### src/rtl/array_shift_unit.sv
// array_shift_unit
// Holds NArrays independent arrays of up to NArea elements each, plus a
// current size per array. One request is served at a time. A request can
// write, read, resize, insert (shiftUp) or remove (shiftDown) an element.
// Insert and remove move one element per clock inside the target array only.
//
// Ports
//   clock, reset            : rising-edge clock, synchronous active-low reset
//   req_valid/req_ready     : request handshake (see below)
//   req_op                  : 0 write, 1 read, 2 shiftUp, 3 shiftDown, 4 resize
//   req_array/req_index     : target array, element index (new size on resize)
//   req_data                : value to write / insert
//   resp_valid              : one-cycle completion pulse
//   resp_error              : request rejected, nothing changed
//   resp_data               : read value or removed element, else 0
//   resp_size               : size of the target array after the operation
//   o_dbg_state             : current FSM state, for observation only
//
// Handshake: a request transfers on a rising edge where req_valid && req_ready.
// req_ready is high only while idle; a request presented while busy is ignored
// and must be held. Responses cannot be stalled; all resp_* outputs are
// registered and read as 0 whenever resp_valid is 0.
module array_shift_unit #(
  parameter int MemoryElementWidth = 12,
  parameter int NArea              = 4,
  parameter int NArrays            = 4,
  localparam int AW = (NArrays > 1) ? $clog2(NArrays) : 1,
  localparam int IW = $clog2(NArea + 1),
  localparam int FW = (NArrays * NArea > 1) ? $clog2(NArrays * NArea) : 1
) (
  input  logic                          clock,
  input  logic                          reset,
  input  logic                          req_valid,
  output logic                          req_ready,
  input  logic [2:0]                    req_op,
  input  logic [AW-1:0]                 req_array,
  input  logic [IW-1:0]                 req_index,
  input  logic [MemoryElementWidth-1:0] req_data,
  output logic                          resp_valid,
  output logic [MemoryElementWidth-1:0] resp_data,
  output logic                          resp_error,
  output logic [IW-1:0]                 resp_size,
  output logic [1:0]                    o_dbg_state
);

  localparam int MD = 1 << FW;  // storage rounded up so every address is in range
  localparam int SD = 1 << AW;

  typedef enum logic [1:0] {
    ST_IDLE       = 2'd0,
    ST_SHIFT_UP   = 2'd1,
    ST_SHIFT_DOWN = 2'd2,
    ST_RESP       = 2'd3
  } state_t;

  state_t                          r_state;
  logic [MemoryElementWidth-1:0]   r_mem  [MD];
  logic [IW-1:0]                   r_size [SD];
  logic [AW-1:0]                   r_arr;
  logic [IW-1:0]                   r_p;     // operation position
  logic [IW-1:0]                   r_pos;   // slot being written this cycle
  logic [MemoryElementWidth-1:0]   r_data;
  logic [MemoryElementWidth-1:0]   r_cap;   // element removed by shiftDown

  logic [IW-1:0]                   w_size;
  logic                            w_arr_ok;
  logic [FW-1:0]                   w_addr;
  logic [FW-1:0]                   w_cur;
  logic [IW-1:0]                   w_wr_size;
  logic                            w_err;

  assign req_ready   = (r_state == ST_IDLE);
  assign o_dbg_state = r_state;

  assign w_size    = r_size[req_array];
  assign w_arr_ok  = (32'(req_array) < NArrays);
  assign w_addr    = FW'(req_array) * FW'(NArea) + FW'(req_index);
  assign w_cur     = FW'(r_arr) * FW'(NArea) + FW'(r_pos);
  assign w_wr_size = (req_index >= w_size) ? req_index + IW'(1) : w_size;

  always_comb begin
    w_err = 1'b0;
    if (!w_arr_ok) begin
      w_err = 1'b1;
    end else begin
      case (req_op)
        3'd0:    w_err = (32'(req_index) >= NArea);
        3'd1:    w_err = (req_index >= w_size);
        3'd2:    w_err = (32'(w_size) == NArea) || (req_index > w_size);
        3'd3:    w_err = (w_size == '0) || (req_index >= w_size);
        3'd4:    w_err = (32'(req_index) > NArea);
        default: w_err = 1'b1;
      endcase
    end
  end

  always_ff @(posedge clock) begin
    if (!reset) begin
      r_state    <= ST_IDLE;
      r_arr      <= '0;
      r_p        <= '0;
      r_pos      <= '0;
      r_data     <= '0;
      r_cap      <= '0;
      resp_valid <= 1'b0;
      resp_error <= 1'b0;
      resp_data  <= '0;
      resp_size  <= '0;
      for (int k = 0; k < MD; k++) r_mem[k] <= '0;
      for (int k = 0; k < SD; k++) r_size[k] <= '0;
    end else begin
      // Response outputs are pulses; cleared unless set below.
      resp_valid <= 1'b0;
      resp_error <= 1'b0;
      resp_data  <= '0;
      resp_size  <= '0;
      case (r_state)
        ST_IDLE: begin
          if (req_valid) begin
            r_arr   <= req_array;
            r_p     <= req_index;
            r_data  <= req_data;
            r_state <= ST_RESP;
            if (w_err) begin
              resp_valid <= 1'b1;
              resp_error <= 1'b1;
              resp_size  <= w_arr_ok ? w_size : '0;
            end else begin
              case (req_op)
                3'd0: begin
                  r_mem[w_addr]     <= req_data;
                  r_size[req_array] <= w_wr_size;
                  resp_valid        <= 1'b1;
                  resp_size         <= w_wr_size;
                end
                3'd1: begin
                  resp_valid <= 1'b1;
                  resp_data  <= r_mem[w_addr];
                  resp_size  <= w_size;
                end
                3'd2: begin
                  if (req_index == w_size) begin
                    // Append: nothing to move.
                    r_mem[w_addr]     <= req_data;
                    r_size[req_array] <= w_size + IW'(1);
                    resp_valid        <= 1'b1;
                    resp_size         <= w_size + IW'(1);
                  end else begin
                    r_pos   <= w_size;
                    r_state <= ST_SHIFT_UP;
                  end
                end
                3'd3: begin
                  r_cap <= r_mem[w_addr];
                  if (req_index == w_size - IW'(1)) begin
                    // Removing the last element: nothing to move.
                    r_size[req_array] <= w_size - IW'(1);
                    resp_valid        <= 1'b1;
                    resp_data         <= r_mem[w_addr];
                    resp_size         <= w_size - IW'(1);
                  end else begin
                    r_pos   <= req_index;
                    r_state <= ST_SHIFT_DOWN;
                  end
                end
                default: begin
                  // resize: contents beyond the new size are kept.
                  r_size[req_array] <= req_index;
                  resp_valid        <= 1'b1;
                  resp_size         <= req_index;
                end
              endcase
            end
          end
        end
        ST_SHIFT_UP: begin
          // Highest element first, so each source is read before it is overwritten.
          r_mem[w_cur] <= r_mem[w_cur - FW'(1)];
          if (r_pos == r_p + IW'(1)) begin
            r_mem[w_cur - FW'(1)] <= r_data;
            r_size[r_arr]         <= r_size[r_arr] + IW'(1);
            resp_valid            <= 1'b1;
            resp_size             <= r_size[r_arr] + IW'(1);
            r_state               <= ST_RESP;
          end else begin
            r_pos <= r_pos - IW'(1);
          end
        end
        ST_SHIFT_DOWN: begin
          // Lowest element first; the old top slot keeps its stale value.
          r_mem[w_cur] <= r_mem[w_cur + FW'(1)];
          if (r_pos == r_size[r_arr] - IW'(2)) begin
            r_size[r_arr] <= r_size[r_arr] - IW'(1);
            resp_valid    <= 1'b1;
            resp_data     <= r_cap;
            resp_size     <= r_size[r_arr] - IW'(1);
            r_state       <= ST_RESP;
          end else begin
            r_pos <= r_pos + IW'(1);
          end
        end
        default: begin
          r_state <= ST_IDLE;
        end
      endcase
    end
  end

endmodule
### config.mk
export PLATFORM = sky130hd
export DESIGN_NAME = array_shift_unit
export DESIGN_NICKNAME = d
export VERILOG_FILES = /design/src/rtl/array_shift_unit.sv
export SDC_FILE = /design/constraint.sdc
export NUM_CORES = 1
export LEC_CHECK = 0
export ABC_AREA = 1
export BUFFER_PORTS_ARGS = -buffer_cell sky130_fd_sc_hd__buf_2
export CORE_MARGIN = 5
export CORE_UTILIZATION = 45
export DETAILED_ROUTE_END_ITERATION = 7
export GPL_ROUTABILITY_DRIVEN = 0
export PLACE_DENSITY_LB_ADDON = 0.12
export SLEW_MARGIN = 20
export SYNTH_ARGS = -nofsm -noshare
export SYNTH_HDL_FRONTEND = slang
export SYNTH_SLANG_ARGS = --single-unit
### constraint.sdc
create_clock -name clock -period 4 [get_ports clock]
set_input_delay 0.4 -clock clock [delete_from_list [all_inputs] [get_ports clock]]
set_output_delay 0.4 -clock clock [all_outputs]
set_load 0.005 [all_outputs]
==> flow_summary.json <==
{
  "synth_cells": 2538,
  "dp_hpwl_microns": 48900,
  "period_needed_ps": 3610,
  "vias": 17700,
  "min_from": "req_data[1]",
  "grt_first_pass_wirelength_microns": 103000,
  "hold_ws_ps": 116,
  "finalCritPeriodShare_pct": 90.3,
  "cts_resized": 0,
  "coreArea_sq_um": 38600,
  "finClkSkew_ps": 28.6,
  "cts.sinks": 257,
  "multiInputGateArea_sq_um": 8730,
  "ant_nets": 0,
  "dieArea_sq_um": 43200,
  "critPathKind": "flop to flop",
  "overflow": 0,
  "cts.path.max_buffers": 3,
  "synth_flop_cell": "edfxtp_1",
  "syn_nets": 2587,
  "swShare_pct": 48.2,
  "diodes": 0,
  "worstMarginPinSlew_ps": 1210,
  "synth_cell_types": 42,
  "max_freq_mhz": 277,
  "clock-root-buffer": "clkbuf_16",
  "ir_worst_vdd_v": 0.000415,
  "powerDensity_nw_per_um2": 662,
  "syn_to_final_growth_pct": 9.08,
  "worstSetupStartpointType": "flop",
  "p_leak_nw": 8.47,
  "nNetsFinal": 2552,
  "finalNonFillerCells": 3045,
  "fillCellCount": 3835,
  "required_ps": 4400,
  "status": "complete, no violations",
  "firstDrtPassIters": 7,
  "grt_antenna_before_repair": 1,
  "die_h_microns": 208,
  "crit_fanout": 15,
  "combinationalPowerShare_pct": 50.8,
  "port_buffers": 42,
  "place_ws_ps": 108,
  "pwr-share-seq_pct": 27.2,
  "finalSetupViolations": 0,
  "die_w_microns": 208,
  "postCtsSetupBuffers": 0,
  "maxCapViolCount": 0,
  "min_path_type": "input port to flop",
  "initial_utilization_pct": 45.6,
  "hold_violations": 0,
  "cts_buffers": 30,
  "yosys_register_bits": 257,
  "end_kind": "flop",
  "synth_warnings": 0,
  "ios": 43,
  "drc": 0,
  "place_inst": 2989,
  "row_count": 72,
  "grt_max_degree": 91,
  "wl_per_cell_microns": 22.8,
  "finalSetupTns_ps": 0,
  "grt_pass1_vias": 16300,
  "cts_tree": "built",
  "arrival_ps": 4010,
  "rsz0062_at_grt": "false",
  "grtUsageTotal_pct": 30.9,
  "ff_latch_area_sq_um": 7190,
  "startpoint": "r_size[1][2]",
  "slew_viol_final": 0,
  "clk_latency_ps": 590,
  "power.net_switching_w": 0.00614,
  "syn_area_per_cell_sq_um": 6.94,
  "synth_edf_count": 204,
  "power.total_w": 0.0127,
  "routed_wl_microns": 69400,
  "worst_slack_ps": 389,
  "htreeDepth": 1,
  "ys_seq_area_share_pct": 40.8,
  "syn_area_sq_um": 17600,
  "drt-initial-drc-count": 2562,
  "hold_buffers": 0,
  "slew_headroom_pct": 19.2,
  "drive_above_1_share_pct": 9.02,
  "vias_per_cell": 5.81,
  "path_clk_slew_ps": 60,
  "timing.rr.start": "r_size[1][2]",
  "clkPwrFrac_pct": 22.1,
  "p_int_w": 0.00658,
  "async_reset_ff_share_pct": 0
}
## synth_stat cells (all sizes together), types with 2 or more instances
master  instances  area, sq um
or2             2         12.5
clkinv          5         18.8
o21a            2         15.0
o211ai         58          435
nand2         951         3600
a21boi          2         15.0
a21oi         109          549
xor2            6         52.6
nand3         194          998
ha             25          313
o21ai         285         1450
inv           219          827
buf            86          509
o22ai          30          188
nand4          16          100
nor3            8         45.0
nor2          170          749
dfxtp          53         1060
clkbuf         95          357
xnor2          10          103
mux2i           5         50.1
edfxtp        204         6130
## area by class of cell
class                   instances  area share (%)
clock buffers                  45            4.62
repair buffers                114            4.19
clock inverters                11           0.541
flip-flops and latches        257            37.4
multi-input cells            1876            45.4
inverters                     224            4.40
well taps                     518            3.37
## power groups by stage
stage / clock (W) / sequential [W] / combinational, W
finish: 0.00281 / 0.00346 / 0.00645
global route: 0.00292 / 0.00348 / 0.00682
CTS: 0.00282 / 0.00345 / 0.00620
detailed placement: 0 / 0.00350 / 0.00618
global placement: 0 / 0.00350 / 0.00615
floorplan: 0 / 0.00335 / 0.00396
## per-stage QoR
step / instance area [sq um] / utilization (%)
3_5_place_dp: 18200 / 47.1
2_1_floorplan: 17600 / -
5_1_grt: 19200 / 49.7
4_1_cts: 19200 / 49.7
3_3_place_gp: 18200 / 47.1
6_report: 19200 / 49.7
## sequential cells by signal, indices dropped and copies added (netlist names), 2 cells and up, named ones only
name and cells:
o_dbg_state 2, r_arr 2, r_cap 12, r_data 12, r_mem 192, r_p 3
r_pos 3, r_size 12, resp_data 12, resp_size 3
## final timing paths
| kind | to | cells after the start | slack [ps] |
|---|---|---|---|
| max | r_mem[10][11] | 15 | 390 |
| min | r_data[1] | 3 | 120 |
| max reg2reg | r_mem[10][11] | 15 | 390 |
| min reg2reg | r_cap[7] | 2 | 450 |
## cell usage in the layout, fill, tap and decap left out, types with 30 or more instances in the layout
cell type	count
o22ai_1	30
nand3_1	190
o211ai_1	58
inv_1	206
dfxtp_1	51
edfxtp_1	204
o21ai_0	260
buf_2	40
buf_4	70
clkbuf_16	31
nand2_1	940
a21oi_1	108
nor2_1	143
## worst max-delay path, stage by stage (launching register included)
cell      delay (ps)
edfxtp_1         400
nand2_1          100
nand3_1           80
nand2_1          220
ha_1             320
a21oi_1          220
nand3_1          170
nand2_1          160
nand3_4          130
nor2_4           200
nand2_2           90
nand2_4          240
nand3_1          160
nor2_1           720
inv_1            100
o22ai_1          130
## cells by family after synthesis
family / after synthesis / synth area share (%)
adders and majority gates: 26 / 1.89
and+or+nand+nor: 1341 / 31.3
muxes: 5 / 0.284
buffers and inverters: 405 / 9.72
AOI/OAI and AO/OA: 488 / 15.1
xor gates and xnor gates: 16 / 0.881
DFF: 257 / 40.8
## routing by layer
layer / global-route usage, % / up-vias / part of all wire [%]
met5: 0 / - / 0.024
met4: 14.8 / 2 / 6.2
met3: 6.01 / 227 / 11
met2: 48.8 / 1051 / 44
met1: 40.8 / 8181 / 39
li1: - / 8238 / -
Note: power is estimated with default switching activity, not from simulation.
